==> src/rtl/spi_frame_ctrl.sv <==
// SPI mode-0 master for fixed 10-bit frames: one SETUP half-period, 20 SCLK
// half-periods of shifting, then a single-cycle DONE with the received word.
module spi_frame_ctrl #(
  parameter int unsigned HALF_DIV = 4
) (
  input  logic       clk,
  input  logic       rst,
  input  logic       start_i,
  input  logic [9:0] tx_data_i,
  input  logic       miso_i,
  output logic       sclk_o,
  output logic       mosi_o,
  output logic       cs_n_o,
  output logic       busy_o,
  output logic       done_o,
  output logic [9:0] rx_data_o
);

  typedef enum logic [1:0] {
    IDLE  = 2'd0,
    SETUP = 2'd1,
    SHIFT = 2'd2,
    DONE  = 2'd3
  } state_t;

  localparam logic [7:0] HALF_LAST = 8'(HALF_DIV - 1);
  localparam logic [3:0] LAST_BIT  = 4'd10;

  state_t     state_q;
  logic [9:0] tx_sr_q;
  logic [9:0] rx_sr_q;
  logic [3:0] bit_cnt_q;
  logic [7:0] half_cnt_q;
  logic       sclk_q;
  logic       mosi_q;
  logic       cs_n_q;
  logic       busy_q;
  logic       done_q;
  logic [9:0] rx_data_q;
  logic       half_end_s;

  assign half_end_s = (half_cnt_q == HALF_LAST);

  // Frame sequencer; every output is driven straight from a flop.
  always_ff @(posedge clk or posedge rst) begin
    if (rst) begin
      state_q    <= IDLE;
      tx_sr_q    <= 10'h000;
      rx_sr_q    <= 10'h000;
      bit_cnt_q  <= 4'd0;
      half_cnt_q <= 8'd0;
      sclk_q     <= 1'b0;
      mosi_q     <= 1'b0;
      cs_n_q     <= 1'b1;
      busy_q     <= 1'b0;
      done_q     <= 1'b0;
      rx_data_q  <= 10'h000;
    end else begin
      done_q <= 1'b0;
      case (state_q)
        IDLE: begin
          if (start_i) begin
            tx_sr_q    <= tx_data_i;
            rx_sr_q    <= 10'h000;
            bit_cnt_q  <= 4'd0;
            half_cnt_q <= 8'd0;
            mosi_q     <= tx_data_i[9];
            cs_n_q     <= 1'b0;
            busy_q     <= 1'b1;
            state_q    <= SETUP;
          end else begin
            state_q <= IDLE;
          end
        end
        SETUP: begin
          // The end of SETUP is also the first SCLK rising edge.
          if (half_end_s) begin
            half_cnt_q <= 8'd0;
            sclk_q     <= 1'b1;
            rx_sr_q    <= {rx_sr_q[8:0], miso_i};
            bit_cnt_q  <= 4'd1;
            state_q    <= SHIFT;
          end else begin
            half_cnt_q <= half_cnt_q + 8'd1;
          end
        end
        SHIFT: begin
          if (!half_end_s) begin
            half_cnt_q <= half_cnt_q + 8'd1;
          end else begin
            half_cnt_q <= 8'd0;
            if (sclk_q) begin
              sclk_q <= 1'b0;
              // Rotating keeps every bit of the register in use; bit 0 is never re-sent.
              if (bit_cnt_q != LAST_BIT) begin
                tx_sr_q <= {tx_sr_q[8:0], tx_sr_q[9]};
                mosi_q  <= tx_sr_q[8];
              end else begin
                mosi_q <= mosi_q;
              end
            end else if (bit_cnt_q == LAST_BIT) begin
              mosi_q    <= 1'b0;
              cs_n_q    <= 1'b1;
              done_q    <= 1'b1;
              rx_data_q <= rx_sr_q;
              state_q   <= DONE;
            end else begin
              sclk_q    <= 1'b1;
              rx_sr_q   <= {rx_sr_q[8:0], miso_i};
              bit_cnt_q <= bit_cnt_q + 4'd1;
            end
          end
        end
        DONE: begin
          busy_q  <= 1'b0;
          state_q <= IDLE;
        end
        default: begin
          sclk_q  <= 1'b0;
          mosi_q  <= 1'b0;
          cs_n_q  <= 1'b1;
          busy_q  <= 1'b0;
          state_q <= IDLE;
        end
      endcase
    end
  end

  assign sclk_o    = sclk_q;
  assign mosi_o    = mosi_q;
  assign cs_n_o    = cs_n_q;
  assign busy_o    = busy_q;
  assign done_o    = done_q;
  assign rx_data_o = rx_data_q;

endmodule

==> config.mk <==
export PLATFORM = sky130hd
export DESIGN_NAME = spi_frame_ctrl
export DESIGN_NICKNAME = d
export VERILOG_FILES = /design/src/rtl/spi_frame_ctrl.sv
export SDC_FILE = /design/constraint.sdc
export NUM_CORES = 1
export LEC_CHECK = 0
export CORE_MARGIN = 3
export CORE_UTILIZATION = 50
export CTS_BUF_LIST = sky130_fd_sc_hd__clkbuf_16
export CTS_CLUSTER_SIZE = 12
export DETAILED_ROUTE_END_ITERATION = 10
export GPL_TIMING_DRIVEN = 0
export PLACE_DENSITY = 0.81
export SLEW_MARGIN = 25
export SYNTH_ARGS = -nofsm -noshare
export SYNTH_HDL_FRONTEND = slang
export SYNTH_SLANG_ARGS = --single-unit
==> constraint.sdc <==
create_clock -name clk -period 3.7 [get_ports clk]
set_input_delay 0.74 -clock clk [delete_from_list [all_inputs] [get_ports clk]]
set_output_delay 0.74 -clock clk [all_outputs]
set_load 0.03 [all_outputs]
# Word-level counts from Yosys, hierarchy flattened
# Index checks and enable logic that the tools add are counted.
# word_totals
register_bits	49
wordCells	94
out_inout_bits	15
# classes
n_addsub	2
eq_ne	16
muxes	48
bitwise	1
n_reduce_logical	16
# ops
op	count
10-bit 2-to-1 mux	9
10-bit one-hot mux with 3 select lines	1
4-bit 2-to-1 mux	5
10-bit one-hot mux with 2 select lines	1
1-bit 2-to-1 mux	19
8-bit 2-to-1 mux	2
2-bit != test, second input constant	8
8-bit one-hot mux with 2 select lines	1
5-bit AND reduction	3
4-bit one-hot mux with 3 select lines	1
8-bit by 1-bit adder with 8-bit output, second input constant	1
8-bit by 2-bit == test with 1-bit output, second input constant	1
2-bit 2-to-1 mux	4
1-bit one-hot mux with 2 select lines	4
2-bit one-hot mux with 4 select lines	1
4-bit AND reduction	2
2-bit nonzero test	4
3-bit != test, second input constant	2
6-bit AND reduction	1
4-bit by 1-bit adder with 4-bit output, second input constant	1
2-bit == test, second input constant	2
4-bit == test, second input constant	1
4-bit != test, second input constant	1
2-bit AND reduction	2
6 further kinds	6

# Logic depth before layout (Yosys ltp)
# Gate-level depths: netlist of run 1.
# logic_depth
depth_word	5
depth_mapped	9
ltp_nobuf	6

# Worst setup path after synthesis of run 1
# Ideal clock, no wire load.
# synth_path
kind	register to register
start	register half_cnt_q[0]
end	register bit_cnt_q[1]
path_stages_with_launch	7
setup_time_ns	0.125
arrival_time_ns	1.967
n_path_buf	1
period_less_slack_ns	2.092
setup_slack_ns	1.608
path_cell_list	dfrtp_1 ha_1 or4b_4 nor4_4 a22o_1 buf_6 mux2_2
# synth_between
elab_chain_len	3
# synth_rtl
item	line	rtl
start: declaration	33	logic [7:0] half_cnt_q;
start signal: assignment	84	half_cnt_q <= half_cnt_q + 8'd1;
start signal: assignment	89	half_cnt_q <= half_cnt_q + 8'd1;
8-bit by 2-bit == test with 1-bit output (*)	42	assign half_end_s = (half_cnt_q == HALF_LAST);
2-bit != test (no line)	n/a	
6-bit AND reduction (no line) (*)	n/a	
end signal: assignment	110	bit_cnt_q <= bit_cnt_q + 4'd1;
end: declaration	32	logic [3:0] bit_cnt_q;
# Mark *: on every way between the ends. The rest lies on a longest branch, timed or not.
# A chain may end at the register's enable or synchronous reset.

# Worst setup path in the final report of run 1
# layout_path
start	register half_cnt_q[0]
end	register tx_sr_q[9]
# layout_between
elab_chain_len	3
# layout_rtl
item	line	rtl
8-bit by 2-bit == test with 1-bit output	42	
2-bit != test (no line)	n/a	
5-bit AND reduction (no line)	n/a	
end signal: assignment	63	tx_sr_q <= tx_data_i;
end signal: assignment	96	tx_sr_q <= {tx_sr_q[8:0], tx_sr_q[9]};
end: declaration	30	logic [9:0] tx_sr_q;
# Every way passes these cells.

==> summary by stage, run 1 <==
Finish
The final instance count without filler cells is 369. The number of diodes added for antenna fixing is 0. From synthesis to final layout, the design area changed by 20.58%. The combined flip-flop and latch cell area is 0.001227 sq mm. The multi-input combinational cell area is 0.001169 sq mm. For this run, the post-layout net count is 322. Cells with a size suffix above 1 make up 8.278% of the layout.

The number of filler instances in the final layout is 403.

Power
The power share of the clock group is 18.3%. The internal power of the cells totals 0.001405 W. Across the VDD grid, the largest voltage drop is 0.5200 mV. The static power due to leakage is 1.324 nW. Per report_power, the sequential group accounts for 32.7% of the total. The analysis attributes to net switching a power of 0.0009915 W. The combinational group share of total power is 48.9%. Net switching is 41.37% of the power.

The total power per unit cell area is 776.4 mW/mm^2.

Synth
The combinational family with the most area after synthesis is simple AND/OR/NAND/NOR gates. The share of the Yosys chip area taken by registers is 47.95%. After synthesis, the netlist uses 44 different library cells.

The share of synthesized cell area in full adder, half adder and majority cells is 3.421%. Counting flops with a built-in enable in the synthesized netlist gives 0. The yosys synthesis warning count is 0. The share of synthesized registers carrying an async set or reset is 100.0%. The synthesized netlist occupies a cell area of 0.002560 sq mm.

After Yosys synthesis, XOR and XNOR cells account for 2.395% of the synthesized area. The area fraction in and, or, nand and nor cells after synthesis is 24.10%. Synthesis handed over a netlist of 265 instances.

The total of flip-flops plus latches after synthesis is 49. The net count after synthesis is 286. The mux cell area share after synthesis is 6.794%. In this run the mean area of a mapped cell was 9.660 sq um. The synthesized netlist devotes 8.944% of its cell area to compound gates. The dominant synthesized flop cell is dfrtp_1.

Clock tree
In this run, CTS created clock tree buffers numbering 5. The post-cts sizing count is 0. The clock drives 49 sinks.

CTS built an H-tree with a depth of 2. The TritonCTS clock tree is built. The number of setup buffers added after CTS is 0.

The master cell of the clock root buffer is clkbuf_16. The source-to-sink clock delay at the later pin of the worst-skew pair is 0.29 ns. The largest buffer count on any clock path is 2. In this run, post-CTS hold repair placed 0 buffers. The clock slew seen by the registers of the worst setup and hold paths is 0.07 ns.

Routing
For this run, design rule violations remaining after detail routing come to 0. The total wire length after detailed routing is 5.226 mm. After detailed routing, the average wire length per cell comes to 14.16 um. The initial detailed-routing violation count is 131. The first detailed-routing pass took 4 iterations. Summing over every cut layer, the via total after detailed routing is 1999. The per-cell via count in the routed design is 5.417. In this run the remaining antenna-violating nets after routing total 0.

Setup path
For the worst setup path, the data required time is 3.87 ns. The worst setup path is captured at a flop. The top fanout value on the critical path is 10.

By startpoint and endpoint, the worst setup path is classified as flop to flop. The startpoint type of the worst setup path is a flop. The data arrival time of the critical path is 2.63 ns.

Timing
The total count of max-transition violations in the final report is 0. The final-report setup violation count is 0. Setup repair after global routing left no endpoint under its margin. Based on the critical path, the design can be clocked at up to 406.3 MHz. Between clock sinks in the finished design, the worst skew comes to 0.006321 ns. For the pin with the worst max-slew slack, the measured transition is 0.9779 ns. The final critical delay including setup and external delays is 2.461 ns.

The share of the cycle needed by the critical path after routing is 66.52%. Summed over all failing endpoints, the final setup total negative slack is 0 ns. In the post-route analysis, the smallest setup slack over all paths is 1.239 ns. Headroom to the max-slew limit came out at 33.89%. The number of hold-slack violations in the final timing report is 0.

The worst hold slack after final layout is 0.4763 ns.

Die
The die outline height is 77.56 um. The count of standard-cell rows is 25. The placeable core area is 0.004848 sq mm. For this design the top-level I/O count stands at 29. Once the floorplan was initialized, standard cells occupied 52.80% of the core. The floorplan step defined a die boundary enclosing 0.006015 sq mm. The width of the die is 77.56 um.

Flow run
The tool flagged a number of max-cap violations equal to 0.

Global route
The global routing usage on met3 is 4.640%. The maximum number of pins on one net before global-route repair is 35. The residual overflow from global routing is 0.

The global-route track usage on met1 is 26.23%. The number of antenna violations at the first check in global routing is 0. Global routing consumed, on the met2 layer, 30.31% of the routing resources. The global routing stage identified its most utilized layer as met2. The first global-routing pass estimated 9.335 mm of wire. The via count of the first global-routing pass is 1970. The global routing usage summed across all routing layers is 19.35%.

Placement
The placer congestion estimate is 0.8214. Timing analysis after detailed placement gives a worst setup slack of 1.179 ns. Buffers placed on the I/O ports in this run total 28. The HPWL after detailed placement is 3.773 mm.

After detailed placement, the design holds a cell count of 361.

Worst hold path
The worst hold path belongs to the class flop to flop.

Outcome
The run finished with clean final reports.
per-layer routing:
layer | vias up | routed length (um)
li1 | 999 | -
met1 | 944 | 2517
met2 | 49 | 2405
met3 | 7 | 219
met4 | 0 | 84
met5 | - | 0
synth_stat cells (3+ instances only):
| cell | instances | area (sq um) |
|---|---|---|
| ha_1 | 7 | 87.58 |
| nand3_1 | 22 | 110.1 |
| dfrtp_1 | 48 | 1201 |
| nor3_1 | 6 | 30.03 |
| nor2_1 | 17 | 63.81 |
| nand2_1 | 30 | 112.6 |
| o21ai_0 | 14 | 70.07 |
| o22ai_1 | 3 | 18.77 |
| nand4_1 | 11 | 68.82 |
| inv_1 | 18 | 67.56 |
| xnor2_1 | 4 | 35.03 |
| xor2_1 | 3 | 26.28 |
| mux2i_1 | 14 | 140.1 |
| nor3b_1 | 9 | 67.56 |
| mux2_2 | 3 | 33.78 |
| clkbuf_1 | 11 | 41.29 |
| a21oi_1 | 11 | 55.05 |
path summary, 6_finish.rpt:
kind	start	to	slack, ns	cells after the start
max	half_cnt_q[0]	tx_sr_q[9]	1.24	5
min	tx_sr_q[9]	tx_sr_q[9]	0.48	2
max reg2reg	half_cnt_q[0]	tx_sr_q[9]	1.24	5
min reg2reg	tx_sr_q[9]	tx_sr_q[9]	0.48	2
max in group asynchronous	rst	cs_n_o	2.39	3
min in group asynchronous	rst	tx_sr_q[7]	0.75	2
kinds of logic after synthesis:
group,after synthesis
buf+inv,34
simple gates,113
xor+xnor,7
fa+ha+maj,7
mux,17
compound gates,38
flops,49
stage by stage:
step           util [%]  cell area [sq um]  total power (W)
6_report          63.66               3087         0.002397
5_1_grt           63.66               3087         0.002585
4_1_cts           63.66               3087         0.002406
3_5_place_dp      60.72               2944         0.001958
3_3_place_gp      60.31               2924         0.001928
2_1_floorplan         -               2560         0.001683
layout make-up:
| class | instances | area share [%] |
|---|---|---|
| clock buffers | 5 | 4.054 |
| well taps | 67 | 2.716 |
| flip-flops and latches | 49 | 39.76 |
| plain buffers | 16 | 3.121 |
| multi-input cells | 182 | 37.86 |
| repair buffers | 29 | 9.728 |
| clock inverters | 3 | 0.5675 |
| inverters | 18 | 2.189 |
worst max-delay path: stages, from the launching register on:
cell and delay [ns]:
dfrtp_1 0.37, ha_1 0.24, nor4b_1 0.81, nand4_2 0.45, a222oi_1 0.40, nand2_1 0.08
layout by cell type (no fill, tap or decap), types with 3 or more instances in the layout:
| cell | count |
|---|---|
| dfrtp_1 | 48 |
| nand2_1 | 30 |
| clkdlybuf4s50_1 | 28 |
| nand3_1 | 22 |
| inv_1 | 18 |
| nor2_1 | 17 |
| mux2i_1 | 14 |
| o21ai_0 | 14 |
| clkbuf_1 | 11 |
| a21oi_1 | 11 |
| nand4_1 | 11 |
| nor3b_1 | 9 |
| ha_1 | 7 |
| nor3_1 | 6 |
| clkbuf_16 | 5 |
| xnor2_1 | 4 |
| mux2_2 | 3 |
| xor2_1 | 3 |
| o22ai_1 | 3 |
registers in the layout, indices dropped and copies added (netlist names), 2 cells and up:
name and count:
half_cnt_q 8, bit_cnt_q 4, tx_sr_q 10, state_q 2, rx_sr_q 10, rx_data_o 10
power groups by stage:
stage / Combinational [W] / Clock, W / Sequential [W]
4_1_cts: 0.00118 / 0.000448 / 0.000782
3_3_place_gp: 0.00114 / 0 / 0.000785
3_5_place_dp: 0.00117 / 0 / 0.000792
2_1_floorplan: 0.000882 / 0 / 0.000801
5_1_grt: 0.00130 / 0.000477 / 0.000803
6_report: 0.00117 / 0.000440 / 0.000784
No activity file was read; power rests on OpenSTA's default activity.
==> run 2: changes to the inputs <==
--- a/config.mk
+++ b/config.mk
@@ -11,7 +11,7 @@
 export CTS_CLUSTER_SIZE = 12
 export DETAILED_ROUTE_END_ITERATION = 10
 export GPL_TIMING_DRIVEN = 0
-export PLACE_DENSITY = 0.81
+export PLACE_DENSITY = 0.84
 export SLEW_MARGIN = 25
 export SYNTH_ARGS = -nofsm -noshare
 export SYNTH_HDL_FRONTEND = slang
==> constraint.sdc (replaced) <==
create_clock -name clk -period 2.2 [get_ports clk]
set_input_delay 0.44 -clock clk [delete_from_list [all_inputs] [get_ports clk]]
set_output_delay 0.44 -clock clk [all_outputs]
set_load 0.03 [all_outputs]
==> summary by stage, run 2 (same netlist as run 1, synthesis figures left out) <==
Global route
The global routing usage summed across all routing layers is 19.66% (was 19.35%). The residual overflow from global routing is 0 (unchanged). The number of antenna violations at the first check in global routing was 0 (unchanged). The first-pass GRT wire length was 9.584 mm (was 9.335 mm). The via count of the first global-routing pass is 2100 (was 1970). The maximum number of pins on one net before global-route repair is 28 (was 35).

Clock tree
The TritonCTS clock tree is built (unchanged). The largest buffer count on any clock path was 2 (unchanged). The H-tree level count is 2 (unchanged). The clock sink count is 49 (unchanged).

The master cell of the clock root buffer was clkbuf_16 (unchanged). The CTS buffer count is 5 (unchanged). The source-to-sink clock delay at the later pin of the worst-skew pair was 0.29 ns (about the same). The clock slew seen by the registers of the worst setup and hold paths is 0.06 ns (was 0.07 ns).

The number of hold buffers added after cts is 0 (unchanged).

Routing
The count of TritonRoute iterations in the first routing pass came to 4 (unchanged). The number of vias after detailed routing is 2087 (was 1999). The residual DRC count came to 0 (unchanged). The antenna violation net count after detailed routing was 0 (unchanged). The total wire length after detailed routing is 5.754 mm (was 5.226 mm). The per-cell via count in the routed design is 5.641 (was 5.417). The average detailed-routed wire length per instance is 15.55 um (was 14.16 um).

The initial detailed-routing violation count is 141 (was 131).

Finish
The number of diodes added for antenna fixing is 0 (unchanged). The final instance area was 0.003206 sq mm (was 0.003087 sq mm). The final standard cell utilization of the core is 66.12% (was 63.66%).

The area growth from synthesis to final layout is 25.22% (was 20.58%). The final net count is 323 (was 322). Highest-count cells in the layout ignoring fill and taps: 48 x dfrtp_1, 30 x nand2_1, 28 x clkdlybuf4s50_1, 22 x nand3_1, 17 x inv_1 (was 48 x dfrtp_1, 30 x nand2_1, 28 x clkdlybuf4s50_1, 22 x nand3_1, 18 x inv_1). The leading cell type in the layout, fill and taps excluded is dfrtp_1 (unchanged). The fraction of layout instances using a drive strength above 1 came to 11.88% (was 8.278%).

The final instance count without filler cells is 370 (was 369). The number of filler instances in the final layout is 376 (was 403).

Timing
The pin slew with the least headroom to its limit is 0.5744 ns (was 0.9779 ns). The maximum clock frequency is 460.1 MHz (was 406.3 MHz). The final-report setup violation count is 0 (unchanged).

The worst-case headroom to the max-slew limit was 61.41% (was 33.89%). The least setup slack across all paths after layout is 0.02667 ns (was 1.239 ns). RSZ-0062 raised after global routing: yes (was no). The number of hold-slack violations in the final timing report is 0 (unchanged). The share of the cycle needed by the critical path after routing came to 98.79% (was 66.52%). The total count of max-transition violations in the final report is 0 (unchanged).

The final critical delay including setup and external delays was 2.173 ns (was 2.461 ns). The worst clock skew on the final layout was 0.003868 ns (was 0.006321 ns).

Setup path
Cell-by-cell listing of the critical path: ha_4 -> or4b_4 -> nor4_4 -> a22o_1 -> buf_6 -> mux2_4 (was ha_1 -> nor4b_1 -> nand4_2 -> a222oi_1 -> nand2_1). The cell type group with the largest total delay on the critical path is simple AND/OR/NAND/NOR gates (unchanged). The worst flop-to-flop path endpoint was bit_cnt_q[1] (was tx_sr_q[9]).

The endpoint kind of the worst setup timing path is a flop (unchanged). The required time reported for the critical path endpoint came to 2.37 ns (was 3.87 ns). The path depth of the worst reg2reg path is 6 (was 5). The data arrival time of the critical path is 2.35 ns (was 2.63 ns). The category of the most critical setup path is flop to flop (unchanged). The delay of the slowest cell on the worst path is 0.51 ns (was 0.81 ns). The startpoint type of the worst setup path is a flop (unchanged). The minimum setup slack among reg-to-reg paths is 0.03 ns (was 1.24 ns). The worst-path cell with the longest stage delay is or4b_4 (was nor4b_1). The number of buffers and inverters on the critical path is 1 (was 0).

The top fanout value on the critical path is 5 (was 10). The critical register-to-register path startpoint is half_cnt_q[0] (unchanged).

Worst hold path
The worst min-delay path class was flop to flop (unchanged). The instance count along the most critical hold path came to 2 (unchanged). The hold-critical path endpoint is rx_data_o[2] (was tx_sr_q[9]). The critical hold path startpoint is rx_data_o[2] (was tx_sr_q[9]).

Placement
The number of buffer cells added on primary ports is 28 (unchanged). The pre-CTS setup slack came to -0.1451 ns (was 1.179 ns). The placer congestion estimate is 0.8350 (was 0.8214). The placement-stage cell area is 0.002944 sq mm (unchanged).

The half-perimeter wire length after placement is 3.876 mm (was 3.773 mm). The number of placed instances, taps included was 361 (unchanged).

Power
The total power per unit cell area is 1378 mW/mm^2 (was 776.4 mW/mm^2). The total power consumption of the routed design is 0.004417 W (was 0.002397 W). The static power due to leakage is 1.363 nW (was 1.324 nW). The largest vdd supply drop is 0.8110 mV (was 0.5200 mV).

Die
The effective utilization at floorplan is 52.80% (unchanged). The placeable core area was 0.004848 sq mm (unchanged). The width of the die is 77.56 um (unchanged). The die outline height is 77.56 um (unchanged). The area of the die is 0.006015 sq mm (unchanged).

The count of standard-cell rows is 25 (unchanged). The I/O pin total is 29 (unchanged).

Outcome
Result of the run: finished clean (unchanged).

Flow run
The total of max-cap violations came to 0 (unchanged).
[run 2: changes by cell type in the layout (fill, tap and decap cells not counted), moves of 2 or more]
cell,previous run,this run
clkbuf_2,0,2
o21ai_1,0,2
o21ai_0,14,12
clkbuf_1,11,6
[run 2: layout make-up]
cell class | instances | area, sq um | share of cell area [%]
inverter | 18 | 67.56 | 2.108
sequential | 49 | 1227 | 38.29
multi-input combinational | 182 | 1221 | 38.10
buffer | 14 | 95.09 | 2.966
tap | 67 | 83.83 | 2.615
clock inverter | 3 | 41.29 | 1.288
clock buffer | 5 | 125.1 | 3.903
timing repair buffer | 32 | 344.1 | 10.73
[run 2: worst max-delay path by stage]
stage / from / end / slack [ns] / depth (start not counted)
6_report: half_cnt_q[0] / bit_cnt_q[1] / 0.03 / 6
3_3_place_gp: rst / half_cnt_q[2] / -0.35 / 2
4_1_cts: state_q[0] / tx_sr_q[8] / 0.002 / 8
2_1_floorplan: half_cnt_q[0] / bit_cnt_q[1] / 0.11 / 6
3_5_place_dp: half_cnt_q[0] / tx_sr_q[9] / -0.15 / 5
5_1_grt: half_cnt_q[0] / bit_cnt_q[1] / -0.06 / 6
[run 2: timing repair]
item                                    4_1_cts  5_1_grt
endpoints found under the setup margin       27       35
pin swaps                                     1        3
gates resized for setup                       4       15
cloned                                        0        1
setup buffers                                 0        2
[run 2: layer usage]
metal,routed length (um),vias up,part of all wire [%],GRT usage (%)
met4,58,0,1.0,6.940
met5,0,-,0,0
met3,311,5,5.4,4.640
met2,2878,51,50,32.04
li1,-,998,-,-
met1,2506,1033,44,25.64
[run 2: per-stage QoR]
stage	TNS (ns)	hold WS, ns
floorplan	0	0.4386
global placement	-17.36	0.4531
detailed placement	-1.205	0.4703
CTS	0	0.4847
global route	-0.3685	0.5277
finish	0	0.4791
[run 2: worst register-to-register path: stages (launching register included)]
cell	delay (ns)
dfrtp_1	0.41
ha_4	0.18
or4b_4	0.51
nor4_4	0.31
a22o_1	0.20
buf_6	0.14
mux2_4	0.30
[run 2: where the power goes]
group	leakage, nW	total [W]	internal, W	switching, W
clock network	0.0775	0.000854	0.000532	0.000322
registers	0.640	0.00133	0.00115	0.000187
logic	0.646	0.00223	0.000973	0.00126
